$ cat src/rtl/dibit_dds_modulator_if.sv
// Symbol/mode inputs and DAC sample stream of the dibit DDS modulator.
interface dibit_dds_modulator_if;
  logic [1:0] sym_in;
  logic [1:0] mode;
  logic [7:0] dac_out;
  logic       sample_valid;
  logic       sym_tick;

  modport master (output sym_in, mode, input dac_out, sample_valid, sym_tick);
  modport slave  (input sym_in, mode, output dac_out, sample_valid, sym_tick);
endinterface

$ cat src/rtl/dibit_dds_modulator.sv
// DDS carrier modulator: dibit symbols become 4-ASK, 4-FSK or QPSK sine samples
// on an 8-bit offset-binary DAC stream, one sample every SAMP_DIV clocks.
module dibit_dds_modulator #(
  parameter int unsigned SAMP_DIV    = 50,
  parameter int unsigned SYM_SAMPLES = 1000,
  parameter int unsigned PHASE_W     = 16,
  parameter int unsigned FCW_BASE    = 524,
  parameter int unsigned FCW_DEV     = 131
) (
  input  logic clk,
  input  logic rst,
  dibit_dds_modulator_if.slave bus
);

  localparam int unsigned SCNT_W = (SAMP_DIV > 1) ? $clog2(SAMP_DIV) : 1;
  localparam int unsigned YCNT_W = (SYM_SAMPLES > 1) ? $clog2(SYM_SAMPLES) : 1;

  localparam logic [1:0] MODE_ASK  = 2'b00;
  localparam logic [1:0] MODE_FSK  = 2'b01;
  localparam logic [1:0] MODE_QPSK = 2'b10;
  localparam logic [1:0] MODE_IDLE = 2'b11;

  // First quadrant of round(127*sin(2*pi*k/256)), k = 0..64
  localparam logic [6:0] QTAB [65] = '{
    7'd0,   7'd3,   7'd6,   7'd9,   7'd12,  7'd16,  7'd19,  7'd22,  7'd25,  7'd28,
    7'd31,  7'd34,  7'd37,  7'd40,  7'd43,  7'd46,  7'd49,  7'd51,  7'd54,  7'd57,
    7'd60,  7'd63,  7'd65,  7'd68,  7'd71,  7'd73,  7'd76,  7'd78,  7'd81,  7'd83,
    7'd85,  7'd88,  7'd90,  7'd92,  7'd94,  7'd96,  7'd98,  7'd100, 7'd102, 7'd104,
    7'd106, 7'd107, 7'd109, 7'd111, 7'd112, 7'd113, 7'd115, 7'd116, 7'd117, 7'd118,
    7'd120, 7'd121, 7'd122, 7'd122, 7'd123, 7'd124, 7'd125, 7'd125, 7'd126, 7'd126,
    7'd126, 7'd127, 7'd127, 7'd127, 7'd127
  };

  logic [1:0]         sym_s1, sym_s2, mode_s1, mode_s2;
  logic [SCNT_W-1:0]  samp_cnt;
  logic [YCNT_W-1:0]  sym_cnt;
  logic [1:0]         cur_sym, cur_mode;
  logic [PHASE_W-1:0] acc;

  logic [7:0]         s1_idx;
  logic [1:0]         s1_sym, s1_mode;
  logic               s1_vld;
  logic [7:0]         s2_lut;
  logic [1:0]         s2_sym, s2_mode;
  logic               s2_vld;

  logic               tick_c, boundary_c;
  logic [1:0]         eff_sym_c, eff_mode_c;
  logic [PHASE_W-1:0] fcw_c;
  logic [7:0]         offset_c, idx_c;
  logic [6:0]         qidx_c, mag_c;
  logic [7:0]         sine_c;
  logic [2:0]         mult_c;
  logic signed [9:0]  prod_c;
  logic [7:0]         scaled_c, dac_c;

  // Two-flop synchronisers for the asynchronous symbol and mode inputs
  always_ff @(posedge clk or negedge rst) begin
    if (!rst) begin
      sym_s1  <= 2'b00;
      sym_s2  <= 2'b00;
      mode_s1 <= 2'b00;
      mode_s2 <= 2'b00;
    end else begin
      sym_s1  <= bus.sym_in;
      sym_s2  <= sym_s1;
      mode_s1 <= bus.mode;
      mode_s2 <= mode_s1;
    end
  end

  // Sample tick, symbol boundary, and the symbol/mode in force for this tick
  always_comb begin
    tick_c     = (samp_cnt == SCNT_W'(SAMP_DIV - 1));
    boundary_c = tick_c && (sym_cnt == '0);
    eff_sym_c  = boundary_c ? sym_s2 : cur_sym;
    eff_mode_c = boundary_c ? mode_s2 : cur_mode;
  end

  // Frequency word and QPSK Gray-mapped phase offset feeding the LUT index
  always_comb begin
    fcw_c    = PHASE_W'(FCW_BASE);
    offset_c = 8'd0;
    if (eff_mode_c == MODE_FSK) begin
      fcw_c = PHASE_W'(FCW_BASE) + PHASE_W'(FCW_DEV) * PHASE_W'(eff_sym_c);
    end
    if (eff_mode_c == MODE_QPSK) begin
      case (eff_sym_c)
        2'b01:   offset_c = 8'd64;
        2'b11:   offset_c = 8'd128;
        2'b10:   offset_c = 8'd192;
        default: offset_c = 8'd0;
      endcase
    end
    idx_c = acc[PHASE_W-1 -: 8] + offset_c;
  end

  // Sample/symbol counters, symbol latch, phase accumulator and stage 1
  always_ff @(posedge clk or negedge rst) begin
    if (!rst) begin
      samp_cnt <= '0;
      sym_cnt  <= '0;
      cur_sym  <= 2'b00;
      cur_mode <= MODE_IDLE;
      acc      <= '0;
      bus.sym_tick <= 1'b0;
      s1_idx   <= 8'd0;
      s1_sym   <= 2'b00;
      s1_mode  <= 2'b00;
      s1_vld   <= 1'b0;
    end else begin
      samp_cnt     <= tick_c ? '0 : samp_cnt + SCNT_W'(1);
      bus.sym_tick <= boundary_c;
      s1_vld       <= tick_c;
      if (boundary_c) begin
        cur_sym  <= sym_s2;
        cur_mode <= mode_s2;
      end
      if (tick_c) begin
        sym_cnt <= (sym_cnt == YCNT_W'(SYM_SAMPLES - 1)) ? '0 : sym_cnt + YCNT_W'(1);
        acc     <= (eff_mode_c == MODE_IDLE) ? '0 : acc + fcw_c;
        s1_idx  <= idx_c;
        s1_sym  <= eff_sym_c;
        s1_mode <= eff_mode_c;
      end
    end
  end

  // Quarter-wave sine lookup with mirroring and sign restoration
  always_comb begin
    qidx_c = s1_idx[6] ? (7'd64 - {1'b0, s1_idx[5:0]}) : {1'b0, s1_idx[5:0]};
    mag_c  = QTAB[qidx_c];
    sine_c = s1_idx[7] ? (8'd0 - {1'b0, mag_c}) : {1'b0, mag_c};
  end

  // Stage 2: registered LUT value
  always_ff @(posedge clk or negedge rst) begin
    if (!rst) begin
      s2_lut  <= 8'd0;
      s2_sym  <= 2'b00;
      s2_mode <= 2'b00;
      s2_vld  <= 1'b0;
    end else begin
      s2_vld <= s1_vld;
      if (s1_vld) begin
        s2_lut  <= sine_c;
        s2_sym  <= s1_sym;
        s2_mode <= s1_mode;
      end
    end
  end

  // ASK scaling (x4 then >>>2 is identity for the other modes) and offset-binary
  always_comb begin
    mult_c   = (s2_mode == MODE_ASK) ? (3'(s2_sym) + 3'd1) : 3'd4;
    prod_c   = $signed({{2{s2_lut[7]}}, s2_lut}) * $signed({7'd0, mult_c});
    scaled_c = 8'(prod_c >>> 2);
    dac_c    = (s2_mode == MODE_IDLE) ? 8'd128 : {~scaled_c[7], scaled_c[6:0]};
  end

  // Stage 3: output sample register, held between samples
  always_ff @(posedge clk or negedge rst) begin
    if (!rst) begin
      bus.dac_out      <= 8'd128;
      bus.sample_valid <= 1'b0;
    end else begin
      bus.sample_valid <= s2_vld;
      if (s2_vld) begin
        bus.dac_out <= dac_c;
      end
    end
  end

endmodule

$ cat src/flat_wrapper.sv
// flat-port wrapper written by rule: the top's interface ports become plain ports
module dibit_dds_modulator_flat 
#(
  parameter int unsigned SAMP_DIV    = 50,
  parameter int unsigned SYM_SAMPLES = 1000,
  parameter int unsigned PHASE_W     = 16,
  parameter int unsigned FCW_BASE    = 524,
  parameter int unsigned FCW_DEV     = 131
)
  (clk, rst, bus_sym_in, bus_mode, bus_dac_out, bus_sample_valid, bus_sym_tick);
  dibit_dds_modulator_if bus_i ();
  input  logic clk;
  input  logic rst;
  input wire logic [$bits(bus_i.sym_in)-1:0] bus_sym_in;
  input wire logic [$bits(bus_i.mode)-1:0] bus_mode;
  output wire logic [$bits(bus_i.dac_out)-1:0] bus_dac_out;
  output wire logic [$bits(bus_i.sample_valid)-1:0] bus_sample_valid;
  output wire logic [$bits(bus_i.sym_tick)-1:0] bus_sym_tick;
  assign bus_i.sym_in = bus_sym_in;
  assign bus_i.mode = bus_mode;
  assign bus_dac_out = bus_i.dac_out;
  assign bus_sample_valid = bus_i.sample_valid;
  assign bus_sym_tick = bus_i.sym_tick;
  dibit_dds_modulator #(.SAMP_DIV(SAMP_DIV), .SYM_SAMPLES(SYM_SAMPLES), .PHASE_W(PHASE_W), .FCW_BASE(FCW_BASE), .FCW_DEV(FCW_DEV)) u_core (.clk(clk), .rst(rst), .bus(bus_i));
endmodule
$ cat config.mk
export PLATFORM = sky130hd
export DESIGN_NAME = dibit_dds_modulator_flat
export DESIGN_NICKNAME = d
export VERILOG_FILES = /design/src/rtl/dibit_dds_modulator_if.sv /design/src/rtl/dibit_dds_modulator.sv /design/src/flat_wrapper.sv
export SDC_FILE = /design/constraint.sdc
export NUM_CORES = 1
export LEC_CHECK = 0
export CAP_MARGIN = 15
export CELL_PAD_IN_SITES_DETAIL_PLACEMENT = 0
export CELL_PAD_IN_SITES_GLOBAL_PLACEMENT = 1
export CORE_MARGIN = 4
export CORE_UTILIZATION = 40
export CTS_CLUSTER_SIZE = 24
export DETAILED_ROUTE_END_ITERATION = 6
export GPL_TIMING_DRIVEN = 0
export PLACE_DENSITY_LB_ADDON = 0.08
export SLEW_MARGIN = 20
export SYNTH_ARGS = -nofsm -noshare
export SYNTH_HDL_FRONTEND = slang
export SYNTH_SLANG_ARGS = --single-unit
$ cat constraint.sdc
create_clock -name clk -period 7.07 [get_ports clk]
set_input_delay 1.0605 -clock clk [delete_from_list [all_inputs] [get_ports clk]]
set_output_delay 1.0605 -clock clk [all_outputs]
set_load 0.03 [all_outputs]
==> summary.txt, run 1 <==
RSZ-0062 raised after global routing: false
reg2reg start: u_core.samp_cnt[1]
I/O Buffers: 15
Worst setup EP type: flop
max frequency: 194 MHz
setup_tns: 0 ns
pwr/cell area: 151 mW/mm2
Distinct cells, synth: 85
root buf cell: clkbuf_16
Routed WL: 12.6 mm
Worst Setup SP: u_core.samp_cnt[1]
Clock Skews: 0.00964 ns
Max Cap Viol: 0
CP Max Fanout: 8
Synth Cell Area: 0.00552 mm2
CTS Hold Buffers Added: 0
multi-input logic area: 0.00317 mm2
WL per Instance: 15.3 um
Die ar.: 0.0157 mm2
cts repair resizes: 0
register bit count reported by yosys: 80
Final Core Density: 46.3%
gr ovfl total: 0
Iter 0 DRT Violations: 238
via/cell ratio: 5.50
maximum level of the CTS H-tree: 3
Mapped Cells: 615
Static Leakage: 2.74 nW
first-pass GRT wire length: 22.3 mm
Die Wd: 125 um
Synth Area in Simple Gates: 18.9%
number of global-route vias before repair: 4515
worst hold path class: reg2reg
initial antenna violation count: 0
cells on worst reg2reg path: 20
WHS Path Cells: 0
largest net degree at the start of global routing: 47
Initial Util: 41.2%
Setup CP Type: reg2reg
Area growth syn-to-layout: 12.4%
total CTS buffers: 9
HP Start: u_core.mode_s1[0]
IO Count: 16
multiplexer area fraction after synthesis: 2.47%
Arr. time, crit path: 5.43 ns
Synth Area in Compound Gates: 20.2%
most common flop cell mapped by yosys: dfrtp_1
Slew HR: 36.2%
largest area contributor in the synthesized netlist: dfrtp_1
postcts setup bufs: 0
height of the die: 125 um
Detailed Routing Iterations Pass 1: 5
commonest non-fill, non-tap cell in the layout: dfrtp_1
Req. time, crit path: 7.34 ns
Reg area: 0.00201 mm2
VDD IR max: 112 uV
Post-synth EDFFs: 0
# diodes: 0
worst skew pair latency: 0.35 ns
final-report hold violation count: 0
Site Rows: 42
share of Yosys cell area claimed by the top area cell type: 34.9%
outcome: complete, no violations
YS warnings: 0
register area share after synthesis: 36.3%
FILL cells: 1314
CTS tree: done
Post-DP HPWL: 9.51 mm
clk sinks: 80
ratio of cells with drive above 1 in the final layout: 8.96%
commonest cells after routing, fill and taps aside: dfrtp_1, nand2_1, inv_1, nor2_1, o21ai_0
Syn Nets: 663
XOR/XNOR Fraction of Synth Area: 5.39%
ANT nets after route: 0
Total Nets Final: 690
Max Buffers Root-to-Sink: 2
core area: 0.0134 mm2
Area contributors post-synth: dfrtp_1, ha_1, nand2_1
ys async rst share: 100%
Startpoint Class: flop
via count: 4529
Final Setup Violations: 0
syn_area_per_cell: 8.98 um2
Tcrit/Tclk final: 73.1%
Hold Slack: 0.351 ns
GP Congestion: 0.879
post-layout min period: 5.17 ns
adder-cell share of the synthesized area: 10.6%
Worst-path clk slew: 0.07 ns
DRC Markers: 0
worst slew pin tran: 0.952 ns
GRT Overall Usage: 17.2%
largest family of logic cells by synthesized area: compound AO/OA/AOI/OAI gates
max-slew violation count: 0
## per-layer routing
| layer | GRT usage (%) | routed length (um) | vias to the layer above |
|---|---|---|---|
| met4 | 8.10 | 393 | 0 |
| met3 | 3.11 | 471 | 31 |
| li1 | - | - | 2242 |
| met2 | 26.5 | 5680 | 98 |
| met5 | 0 | 0 | - |
| met1 | 23.4 | 6060 | 2158 |
## cells in the mapped netlist (13+ instances only)
library cell	number
nor2_1	39
nor3_1	13
inv_1	52
nand2_1	60
o21ai_0	38
a21oi_1	32
ha_1	34
xnor2_1	21
dfrtp_1	77
nor2b_1	14
nand3_1	17
## flip-flops by register name, summed over array words and instances, names as in the netlist, 2 cells and up
register and count:
u_core.acc 16, u_core.sym_cnt 10, u_core.bus.dac_out 8, u_core.s1_idx 8, u_core.s2_lut 8, u_core.samp_cnt 6
u_core.cur_mode 2, u_core.cur_sym 2, u_core.mode_s1 2, u_core.mode_s2 2, u_core.s1_mode 2, u_core.s1_sym 2
u_core.s2_mode 2, u_core.s2_sym 2, u_core.sym_s1 2, u_core.sym_s2 2
## cells by family (layout without fill, tap and decap cells)
logic type                 count (synthesis)  in the layout
AOI/OAI and AO/OA                        161            161
xor gates and xnor gates                  31             31
adders and majority gates                 42             42
buffers and inverters                     83            115
DFF                                       80             80
muxes                                     13             13
and+or+nand+nor                          205            205
## path summary, 6_finish.rpt
| check | to | slack, ns |
|---|---|---|
| worst max-delay path | u_core.acc[13] | 1.90 |
| worst min-delay path | u_core.mode_s2[0] | 0.35 |
| worst max register to register | u_core.acc[13] | 1.90 |
| worst min register to register | u_core.mode_s2[0] | 0.35 |
| max in group asynchronous | u_core.bus.dac_out[7] | 5.75 |
| min in group asynchronous | u_core.samp_cnt[3] | 0.67 |
## critical path, cell delays in order (launching register included)
cell	delay [ns]
dfrtp_1	0.41
inv_1	0.07
ha_1	0.13
nand3b_1	0.09
or3b_1	0.37
clkbuf_1	0.19
nor3_2	0.52
mux2i_1	0.67
inv_1	0.14
nor2_1	0.17
nand2_1	0.11
inv_1	0.07
ha_1	0.21
a21o_1	0.18
a21o_1	0.19
a21o_1	0.18
a21oi_1	0.30
o21bai_1	0.14
a21boi_0	0.61
o21ai_0	0.19
a21oi_1	0.15
## metrics by stage
stage / instance area (um2) / total power, mW / worst slack [ns] / instances
after floorplan: 5520 / 0.481 / 2.87 / 615
after global placement: 5890 / 0.496 / 1.94 / 806
after detailed placement: 5920 / 0.499 / 1.88 / 807
after CTS: 6200 / 0.955 / 1.84 / 823
after global routing: 6200 / 0.979 / 1.34 / 823
final: 6200 / 0.937 / 1.90 / 823
## final cells by class
type,instances,share of cell area [%]
Buffer,27,2.10
Clock buffer,9,3.63
Clock inverter,7,0.989
Inverter,56,3.39
Multi-Input combinational cell,452,51.2
Sequential cell,80,32.3
Tap cell,176,3.55
Timing Repair Buffer,16,2.82
## where the power goes
group | internal (mW) | switching [mW] | total, mW | leakage [nW]
Sequential | 0.461 | 0.000587 | 0.461 | 1.08
Combinational | 0.00892 | 0.0187 | 0.0276 | 1.53
Clock | 0.244 | 0.204 | 0.448 | 0.135
Power figures use the tool's default switching activity.
==> run 2, diff against run 1 <==
- clock period: 7.07 -> 4.86 ns (I/O delays scaled with it)
==> run 2 against run 1 <==
  * Critical endpoint is now u_core.acc[11]
  * Worst hold slack worse by 0.0085 ns
  * Sequential power up 46%
  * Sequential share of layout area down 0.26 points
  * Via count up 0.55%
==> summary.txt, run 2 (synthesized netlist as in run 1, its figures left out) <==
IO Count: 16 (unchanged)
Worst Setup SP: u_core.samp_cnt[1]
reg2reg end: u_core.acc[11]
Req. time, crit path: 5.05 ns (-2.29 ns)
reg2reg setup slack: 0.40 ns (-1.51 ns)
worst skew pair latency: 0.35 ns (about the same)
Arr. time, crit path: 4.65 ns (-0.78 ns)
commonest non-fill, non-tap cell in the layout: dfrtp_1
gr ovfl total: 0 (unchanged)
Routed WL: 12.7 mm (+0.68%)
Flop pwr share: 49.2% (about the same)
via/cell ratio: 5.53 (+0.43%)
largest net degree at the start of global routing: 47 (unchanged)
max-slew violation count: 0 (unchanged)
outcome: complete, no violations
initial antenna violation count: 0 (unchanged)
Reg area: 0.00201 mm2 (unchanged)
FILL cells: 1308 (-0.46%)
max frequency: 224 MHz (+16%)
met2 Use GR: 26.8% (+0.28 points)
ANT nets after route: 0 (unchanged)
met3 usage: 3.11% (unchanged)
Clock Skews: 0.00889 ns (-0.000745 ns)
DRC Markers: 0 (unchanged)
ratio of cells with drive above 1 in the final layout: 9.72% (+0.76 points)
post-layout min period: 4.46 ns (-0.704 ns)
first-pass GRT wire length: 22.3 mm (+0.44%)
Die ar.: 0.0157 mm2 (unchanged)
pwr/cell area: 218 mW/mm2 (+44%)
Area growth syn-to-layout: 13.3%
GRT Overall Usage: 17.3% (+0.076 points)
end point of the critical path: u_core.acc[11]
Startpoint Class: flop
setup_tns: 0 ns (unchanged)
Total Nets Final: 691 (+0.14%)
switching power total: 0.325 mW (+46%)
clk sinks: 80 (unchanged)
worst slew pin tran: 0.930 ns (-0.0226 ns)
CTS tree: done
internal power: 1.04 mW (+46%)
WL per Instance: 15.4 um (+0.56%)
total CTS buffers: 9 (unchanged)
Final Setup Violations: 0 (unchanged)
via count: 4554 (+0.55%)
height of the die: 125 um (unchanged)
Biggest register: u_core.acc
Post-DP HPWL: 9.51 mm (unchanged)
commonest cells after routing, fill and taps aside: dfrtp_1, nand2_1, inv_1, nor2_1, o21ai_0
Sw Ratio: 23.8% (about the same)
post-route cell area: 0.00625 mm2 (+0.81%)
CP Max Fanout: 7 (-1)
Initial Util: 41.2% (unchanged)
root buf cell: clkbuf_16
Static Leakage: 2.75 nW (+0.21%)
Iter 0 DRT Violations: 230 (-3.4%)
max FFs per register: 16 (unchanged)
cells on worst reg2reg path: 20 (unchanged)
multi-input logic area: 0.00320 mm2 (+0.95%)
Tcrit/Tclk final: 91.8% (+19 points)
maximum level of the CTS H-tree: 3 (unchanged)
I/O Buffers: 15 (unchanged)
Largest regs: u_core.acc x16, u_core.sym_cnt x10
VDD IR max: 163 uV (+45%)
Setup CP Type: reg2reg
Die Wd: 125 um (unchanged)
Comb power frac: 3.0% (about the same)
Detailed Routing Iterations Pass 1: 5 (unchanged)
reg2reg start: u_core.samp_cnt[1]
worst hold path class: in2async
final-report hold violation count: 0 (unchanged)
# diodes: 0 (unchanged)
Placed Area: 0.00592 mm2 (unchanged)
Max Buffers Root-to-Sink: 2 (unchanged)
core area: 0.0134 mm2 (unchanged)
number of global-route vias before repair: 4527 (+0.27%)
GP Congestion: 0.879 (unchanged)
met1 global-route usage: 23.4% (about the same)
layer with the highest usage: met2
Slew HR: 37.7% (+1.5 points)
Worst setup EP type: flop
Max Cap Viol: 0 (unchanged)
Worst-path clk slew: 0.06 ns (about the same)
Site Rows: 42 (unchanged)
clock share of power: 47.8% (about the same)
RSZ-0062 raised after global routing: false
CTS Hold Buffers Added: 0 (unchanged)
Final Core Density: 46.7% (+0.37 points)
## run 2: cell types whose count changed in the layout (fill, tap and decap cells not counted)
cell      previous run  this run
a21oi_2              0         1
buf_12               0         1
a21oi_1             32        31
a21boi_2             0         1
nor3_4               0         1
mux2i_2              0         1
nor3_2               2         1
mux2i_4              0         1
a21boi_0             3         1
a21boi_1             0         1
mux2i_1              8         6
## run 2: repair_timing
item	CTS	global route
buffers inserted	0	1
setup endpoints to repair	7	7
resized for setup	5	3
pin swaps	0	1
cloned	0	0
## run 2: critical path, cell delays in order, from the launching register on
cell	delay [ns]
dfrtp_1	0.41
inv_1	0.07
ha_1	0.13
nand3b_1	0.09
or3b_1	0.37
clkbuf_1	0.22
nor3_4	0.20
buf_12	0.15
mux2i_2	0.42
clkinv_1	0.25
nand2_1	0.16
nor2_1	0.08
ha_1	0.23
a21o_1	0.16
a21o_1	0.19
a21o_1	0.18
a21oi_1	0.30
o21bai_1	0.17
a21boi_2	0.31
or3_1	0.16
a21oi_1	0.06
## run 2: worst min-delay path by stage
stage | startpoint | end | slack [ns] | cells past startpoint
CTS | rst | u_core.samp_cnt[3] | 0.35 | 1
finish | rst | u_core.samp_cnt[3] | 0.34 | 1
global route | u_core.mode_s1[0] | u_core.mode_s2[0] | 0.37 | 0
detailed placement | u_core.mode_s1[0] | u_core.mode_s2[0] | 0.34 | 0
floorplan | u_core.mode_s1[0] | u_core.mode_s2[0] | 0.33 | 0
global placement | u_core.sym_s1[0] | u_core.sym_s2[0] | 0.33 | 0
## run 2: layout make-up
class	instances	share of cell area (%)
Clock buffer	9	3.60
Buffer	27	2.08
Multi-Input combinational cell	452	51.3
Tap cell	176	3.52
Clock inverter	7	0.981
Timing Repair Buffer	17	3.12
Inverter	56	3.36
Sequential cell	80	32.1
## run 2: metal layers
layer / vias to the layer above / wire [um]
li1: 2243 / -
met1: 2185 / 6070
met2: 99 / 5840
met3: 27 / 457
met4: 0 / 324
met5: - / 0
## run 2: power groups by stage
stage	Clock (mW)	Combinational, mW	Sequential, mW
finish	0.652	0.0411	0.671
global route	0.706	0.0483	0.671
CTS	0.676	0.0428	0.671
detailed placement	0	0.0422	0.683
global placement	0	0.0387	0.684
floorplan	0	0.0161	0.683
## run 2: per-stage QoR
step	total power, mW	setup WS (ns)	instances	hold WS [ns]
after global placement	0.722	-0.270	806	0.331
after detailed placement	0.726	-0.331	807	0.337
after global routing	1.43	0.0115	824	0.366
after CTS	1.39	0.0366	823	0.350
final	1.36	0.397	824	0.342
after floorplan	0.699	0.663	615	0.331
==> run 3, diff against run 2 <==
- HOLD_SLACK_MARGIN: not set -> 0.03
==> results of run 3 <==
Final layout, timing and power as in run 2 (identical DEF).
